`config.mk`:
```
export PLATFORM = sky130hd
export DESIGN_NAME = fetch_seq_flat
export DESIGN_NICKNAME = d
export VERILOG_FILES = /design/src/rtl/fetch_seq_if.sv /design/src/rtl/fetch_seq.sv /design/src/flat_wrapper.sv
export SDC_FILE = /design/constraint.sdc
export NUM_CORES = 1
export LEC_CHECK = 0
export CAP_MARGIN = 10
export CORE_MARGIN = 4
export CORE_UTILIZATION = 40
export DETAILED_ROUTE_END_ITERATION = 10
export DONT_BUFFER_PORTS = 1
export PLACE_DENSITY = 0.65
export REMOVE_ABC_BUFFERS = 1
export SYNTH_ARGS = -nofsm -noshare
export SYNTH_HDL_FRONTEND = slang
export SYNTH_SLANG_ARGS = --single-unit
```
`constraint.sdc`:
```
create_clock -name CLK -period 3.22 [get_ports CLK]
set_input_delay 0 -clock CLK [delete_from_list [all_inputs] [get_ports CLK]]
set_output_delay 0 -clock CLK [all_outputs]
set_load 0.005 [all_outputs]
```
`src/rtl/fetch_seq_if.sv`:
```
// Bus between the fetch sequencer and its control/PC environment.
// imem_req is a valid with no ready: pcnext_out is a real fetch address only while imem_req=1, and the fetch side accepts it every cycle.
interface fetch_seq_if;
    logic [15:0] pc_in;
    logic        start;
    logic        stall;
    logic        branch_taken;
    logic [7:0]  branch_off;
    logic        jump;
    logic        call;
    logic [15:0] jump_target;
    logic        ret;
    logic        halt;
    logic [15:0] pcnext_out;
    logic        imem_req;
    logic        done;
    logic        ras_overflow;
    logic        ras_underflow;
    logic [1:0]  state_dbg;
    logic [4:0]  ras_count;

    modport master (
        output pc_in, start, stall, branch_taken, branch_off, jump, call, jump_target, ret, halt,
        input  pcnext_out, imem_req, done, ras_overflow, ras_underflow, state_dbg, ras_count
    );

    modport slave (
        input  pc_in, start, stall, branch_taken, branch_off, jump, call, jump_target, ret, halt,
        output pcnext_out, imem_req, done, ras_overflow, ras_underflow, state_dbg, ras_count
    );
endinterface

```
`src/rtl/fetch_seq.sv`:
```
// Next-PC sequencer with an IDLE/RUN/HALTED control FSM and a circular return-address stack.
// The next-PC mux is combinational so that redirects add no latency.
module fetch_seq #(
    parameter int          RAS_DEPTH  = 4,
    parameter logic [15:0] START_ADDR = 16'h0000
) (
    input logic        CLK,
    input logic        reset_ctrl,
    fetch_seq_if.slave bus
);
    localparam int PTR_W = $clog2(RAS_DEPTH);

    typedef enum logic [1:0] {
        ST_IDLE   = 2'd0,
        ST_RUN    = 2'd1,
        ST_HALTED = 2'd2
    } state_t;

    state_t            state_q;
    logic [15:0]       ras_q [RAS_DEPTH];
    logic [PTR_W-1:0]  wr_ptr_q;
    logic [PTR_W:0]    count_q;
    logic              overflow_q;
    logic              underflow_q;
    logic              imem_req_q;
    logic              done_q;

    logic [PTR_W-1:0]  top_ptr;
    logic [15:0]       ras_top;
    logic [15:0]       pc_inc;
    logic [15:0]       br_off_ext;
    logic              ras_empty;
    logic              ras_full;
    logic              in_run;
    logic              do_ret;
    logic              do_call;
    logic [15:0]       pcnext_d;

    assign top_ptr    = wr_ptr_q - 1'b1;
    assign ras_top    = ras_q[top_ptr];
    assign pc_inc     = bus.pc_in + 16'd1;
    assign br_off_ext = {{8{bus.branch_off[7]}}, bus.branch_off};
    assign ras_empty  = (count_q == '0);
    assign ras_full   = (count_q == (PTR_W+1)'(RAS_DEPTH));
    assign in_run     = (state_q == ST_RUN);

    // halt and stall freeze the stack; ret beats call in the same cycle
    assign do_ret  = in_run && !bus.halt && !bus.stall && bus.ret;
    assign do_call = in_run && !bus.halt && !bus.stall && !bus.ret && bus.call;

    always_comb begin
        pcnext_d = START_ADDR;
        unique case (state_q)
            ST_IDLE:   pcnext_d = START_ADDR;
            ST_HALTED: pcnext_d = bus.pc_in;
            ST_RUN: begin
                if (bus.halt || bus.stall)      pcnext_d = bus.pc_in;
                else if (bus.ret)               pcnext_d = ras_empty ? pc_inc : ras_top;
                else if (bus.call || bus.jump)  pcnext_d = bus.jump_target;
                else if (bus.branch_taken)      pcnext_d = bus.pc_in + br_off_ext;
                else                            pcnext_d = pc_inc;
            end
            default:   pcnext_d = START_ADDR;
        endcase
    end

    always_ff @(posedge CLK or posedge reset_ctrl) begin
        if (reset_ctrl) begin
            state_q     <= ST_IDLE;
            wr_ptr_q    <= '0;
            count_q     <= '0;
            overflow_q  <= 1'b0;
            underflow_q <= 1'b0;
            imem_req_q  <= 1'b0;
            done_q      <= 1'b0;
            for (int i = 0; i < RAS_DEPTH; i++) ras_q[i] <= 16'h0000;
        end else begin
            unique case (state_q)
                ST_IDLE: begin
                    if (bus.start) begin
                        state_q    <= ST_RUN;
                        imem_req_q <= 1'b1;
                    end
                end
                ST_RUN: begin
                    if (bus.halt) begin
                        state_q    <= ST_HALTED;
                        imem_req_q <= 1'b0;
                        done_q     <= 1'b1;
                    end
                end
                ST_HALTED: begin
                    state_q <= ST_HALTED;
                end
                default: state_q <= ST_IDLE;
            endcase

            if (do_ret) begin
                if (ras_empty) begin
                    underflow_q <= 1'b1;
                end else begin
                    wr_ptr_q <= top_ptr;
                    count_q  <= count_q - 1'b1;
                end
            end else if (do_call) begin
                // when full, wr_ptr already points at the oldest entry
                ras_q[wr_ptr_q] <= pc_inc;
                wr_ptr_q        <= wr_ptr_q + 1'b1;
                if (ras_full) overflow_q <= 1'b1;
                else          count_q    <= count_q + 1'b1;
            end
        end
    end

    assign bus.pcnext_out    = pcnext_d;
    assign bus.imem_req      = imem_req_q;
    assign bus.done          = done_q;
    assign bus.ras_overflow  = overflow_q;
    assign bus.ras_underflow = underflow_q;
    assign bus.state_dbg     = state_q;
    assign bus.ras_count     = 5'(count_q);
endmodule

```
`src/flat_wrapper.sv`:
```
// flat-port wrapper written by rule: the top's interface ports become plain ports
module fetch_seq_flat 
#(
    parameter int          RAS_DEPTH  = 4,
    parameter logic [15:0] START_ADDR = 16'h0000
)
  (CLK, reset_ctrl, bus_pc_in, bus_start, bus_stall, bus_branch_taken, bus_branch_off, bus_jump, bus_call, bus_jump_target, bus_ret, bus_halt, bus_pcnext_out, bus_imem_req, bus_done, bus_ras_overflow, bus_ras_underflow, bus_state_dbg, bus_ras_count);
  fetch_seq_if bus_i ();
  input logic CLK;
  input logic reset_ctrl;
  input wire logic [$bits(bus_i.pc_in)-1:0] bus_pc_in;
  input wire logic [$bits(bus_i.start)-1:0] bus_start;
  input wire logic [$bits(bus_i.stall)-1:0] bus_stall;
  input wire logic [$bits(bus_i.branch_taken)-1:0] bus_branch_taken;
  input wire logic [$bits(bus_i.branch_off)-1:0] bus_branch_off;
  input wire logic [$bits(bus_i.jump)-1:0] bus_jump;
  input wire logic [$bits(bus_i.call)-1:0] bus_call;
  input wire logic [$bits(bus_i.jump_target)-1:0] bus_jump_target;
  input wire logic [$bits(bus_i.ret)-1:0] bus_ret;
  input wire logic [$bits(bus_i.halt)-1:0] bus_halt;
  output wire logic [$bits(bus_i.pcnext_out)-1:0] bus_pcnext_out;
  output wire logic [$bits(bus_i.imem_req)-1:0] bus_imem_req;
  output wire logic [$bits(bus_i.done)-1:0] bus_done;
  output wire logic [$bits(bus_i.ras_overflow)-1:0] bus_ras_overflow;
  output wire logic [$bits(bus_i.ras_underflow)-1:0] bus_ras_underflow;
  output wire logic [$bits(bus_i.state_dbg)-1:0] bus_state_dbg;
  output wire logic [$bits(bus_i.ras_count)-1:0] bus_ras_count;
  assign bus_i.pc_in = bus_pc_in;
  assign bus_i.start = bus_start;
  assign bus_i.stall = bus_stall;
  assign bus_i.branch_taken = bus_branch_taken;
  assign bus_i.branch_off = bus_branch_off;
  assign bus_i.jump = bus_jump;
  assign bus_i.call = bus_call;
  assign bus_i.jump_target = bus_jump_target;
  assign bus_i.ret = bus_ret;
  assign bus_i.halt = bus_halt;
  assign bus_pcnext_out = bus_i.pcnext_out;
  assign bus_imem_req = bus_i.imem_req;
  assign bus_done = bus_i.done;
  assign bus_ras_overflow = bus_i.ras_overflow;
  assign bus_ras_underflow = bus_i.ras_underflow;
  assign bus_state_dbg = bus_i.state_dbg;
  assign bus_ras_count = bus_i.ras_count;
  fetch_seq #(.RAS_DEPTH(RAS_DEPTH), .START_ADDR(START_ADDR)) u_core (.CLK(CLK), .reset_ctrl(reset_ctrl), .bus(bus_i));
endmodule
```
==> summary.md <==
| Metric | Value |
|---|---|
| Die height | `125 µm` |
| GR Util All Layers | `22.2%` |
| Status | `completed` |
| #FFs+latches synth | `75` |
| Fmax | `0.359 GHz` |
| Synth top area cells | `dfrtp_1, o21ai_0, nand2_1` |
| Worst-margin pin slew | `0.911 ns` |
| First-pass GRT wire length | `28200 µm` |
| CTS H-tree depth | `3` |
| Relative slew slack | `39.2%` |
| CP Class | `register to output port` |
| GRT overflow | `0` |
| Area of the die | `15700 µm²` |
| CTS sink cnt | `75` |
| Syn. warnings | `0` |
| Largest net degree at the start of global routing | `44` |
| IO Pins | `76` |
| Post-CTS Setup Bufs | `0` |
| Mean Syn Cell Area | `8.39 µm²` |
| Non-Filler Instances | `829` |
| P_leak | `2.48 nW` |
| Die W | `125 µm` |
| Async S/R FF share, synth | `100%` |
| Cells after synthesis | `657` |
| Remaining antenna violation count after routing | `0` |
| Seq/Total Area, Yosys | `34.1%` |
| WL per Instance | `21.2 µm` |
| PD cells | `669 nW/µm²` |
| Area fraction of the dominant cell type after synthesis | `34.1%` |
| Hold Path Class | `input pin to register` |
| CP required | `3.22 ns` |
| Share of cells above drive strength 1 | `10.6%` |
| Drt pass-1 iters | `5` |
| Main synth FF type | `dfrtp_1` |
| Worst setup EP type | `output port` |
| Number of global-route vias before repair | `5172` |
| Max-Cap Viols | `0` |
| TritonCTS clock tree | `yes` |
| Hold Buf Count CTS | `13` |
| CTS root buf | `clkbuf_16` |
| Clock slew at reported path FFs | `0.06 ns` |
| CTS Buffer Depth | `2` |
| Routability cong. | `0.866` |
| Setup slack, reg-to-reg | `0.57 ns` |
| Final Cycle Share | `86.4%` |
| DRT Wirelength | `17500 µm` |
| Mapped Area | `5510 µm²` |
| Layout Skew | `0.00400 ns` |
| Via count | `5125` |
| P&R area growth vs syn | `10.2%` |
| Initial DRC count | `410` |
| RSZ-0062 raised after global routing | `no` |
| Clock Latency Late Sink | `0.34 ns` |
| Nets@finish | `722` |
| CORE AREA | `13300 µm²` |
| Final worst path period need | `2.78 ns` |
| Initial Util | `41.3%` |
| # diodes | `0` |
| CP arrival | `2.78 ns` |
| Number of enable flip-flop cells after synthesis | `0` |
| Leading area contributor after synthesis | `dfrtp_1` |
| Total negative slack | `0 ns` |
| Worst-path maximum fanout | `15` |
| Cell variety after synth | `72` |
| Setup crit start kind | `register` |
| Initial antenna violation count | `0` |
| Cts bufs inserted | `9` |
| # port buffers | `0` |
| VDD IR max | `245 µV` |
| Post-DR vias/cell | `6.18` |
| Row count | `42` |
| Slew Limit Fails | `0` |
| DP Cell Count | `800` |
| Final hold violations | `0` |
| Final setup viols | `0` |
| Post_cts resized | `0` |
| DRC | `0` |
| Post-DP HPWL | `12600 µm` |
[routing by layer]
layer  track usage (%)  vias to the layer above  part of all wire, %
met2              35.9                      227                   47
li1                  -                     2355                    -
met1              28.2                     2488                   41
met3              5.12                       55                  7.6
met5                 0                        -                    0
met4              10.6                        0                  4.2
[path summary, 6_finish.rpt]
kind,depth (start not counted),endpoint,start
max,9,bus_pcnext_out[7],u_core.bus.state_dbg[0]$_DFFE_PP0P_
min,2,u_core.ras_q[58]$_DFFE_PP0P_,bus_pc_in[10]
max reg2reg,9,u_core.ras_q[14]$_DFFE_PP0P_,u_core.bus.state_dbg[1]$_DFFE_PP0P_
min reg2reg,2,u_core.ras_q[40]$_DFFE_PP0P_,u_core.ras_q[40]$_DFFE_PP0P_
max in group asynchronous,3,u_core.ras_q[14]$_DFFE_PP0P_,reset_ctrl
min in group asynchronous,2,u_core.bus.ras_underflow$_DFFE_PP0P_,reset_ctrl
[layout by cell type (no fill, tap or decap), types with 3 or more instances in the layout]
| cell type | count |
|---|---|
| nand2_1 | 108 |
| dlygate4sd3_1 | 13 |
| a31oi_1 | 11 |
| o211ai_1 | 8 |
| clkbuf_16 | 9 |
| o221ai_1 | 3 |
| nor3_2 | 3 |
| nor2_1 | 43 |
| a211oi_1 | 4 |
| ha_1 | 23 |
| xor2_1 | 10 |
| a21oi_1 | 49 |
| dfrtp_1 | 75 |
| o31ai_1 | 3 |
| o21ai_0 | 95 |
| o21a_1 | 3 |
| nand2b_1 | 3 |
| nand4_1 | 6 |
| mux4_2 | 16 |
| mux2i_1 | 3 |
| buf_4 | 13 |
| and4_1 | 3 |
| nand3_1 | 13 |
| a21o_1 | 5 |
| nor3_1 | 11 |
| nor2b_1 | 10 |
| o311ai_0 | 3 |
| and2_1 | 4 |
| inv_1 | 14 |
| xnor2_1 | 17 |
| and3_1 | 6 |
| mux2_2 | 5 |
[synthesized netlist by cell type (all sizes together), types with 7 or more instances]
master / number
nor2: 44
inv: 15
o211ai: 8
nand4: 7
o21ai: 98
xor2: 10
dfrtp: 75
mux4: 16
a21oi: 50
a31oi: 11
nor3: 15
buf: 12
clkbuf: 35
xnor2: 17
and3: 7
nand3: 14
nor2b: 10
ha: 23
nand2: 108
[stage by stage]
step	setup slack (ns)	hold WS [ns]	util [%]	area, µm²	power (mW)
finish	0.437	0.0128	45.5	6080	4.07
global route	0.200	0.0229	45.5	6080	4.32
CTS	0.464	0.00541	45.5	6080	4.07
detailed placement	0.641	0.126	42.2	5640	3.00
global placement	0.730	0.119	42.2	5640	2.94
floorplan	0.447	0.108	-	5320	2.50
[area by class of cell]
class	instances	area, µm²
clock buffers	9	225
flip-flops and latches	75	1880
fillers	1278	7270
inverters	15	56.3
well taps	176	220
multi-input cells	521	3390
repair buffers	26	228
clock inverters	7	83.8
[cells by family (layout without fill, tap and decap cells)]
logic type / after synthesis / after routing / share of synthesized area (%)
buffers and inverters: 62 / 57 / 4.59
XOR/XNOR: 27 / 27 / 4.29
adder cells (fa/ha/maj): 25 / 25 / 5.95
multiplexers: 24 / 24 / 8.10
AND/OR/NAND/NOR: 227 / 227 / 19.4
flip-flops: 75 / 75 / 34.1
other: 1 / 2 / 0.0680
AO/OA/AOI/OAI: 216 / 216 / 23.6
[power by group]
part | total, mW | switching [mW] | internal (mW) | leakage (nW)
sequential | 1.39 | 0.183 | 1.21 | 1.01
combinational | 1.62 | 0.959 | 0.666 | 1.32
clock | 1.05 | 0.440 | 0.614 | 0.149
[critical path: stages, from the launching register on]
cell and delay, ns:
dfrtp_1 0.42, inv_1 0.08, ha_1 0.28, buf_4 0.20
and2_1 0.24, nand3_1 0.25, a21oi_1 0.34, a311oi_1 0.11
a21o_1 0.19, a221oi_1 0.32
[flip-flops by register name (all words and copies together) (netlist names)]
register and flops:
u_core.bus.imem_req 1, u_core.count_q 3, u_core.ras_q 64, u_core.bus.ras_underflow 1
u_core.bus.state_dbg 2, u_core.bus.done 1, u_core.wr_ptr_q 2, u_core.bus.ras_overflow 1
Note: power is estimated with default switching activity, not from simulation.
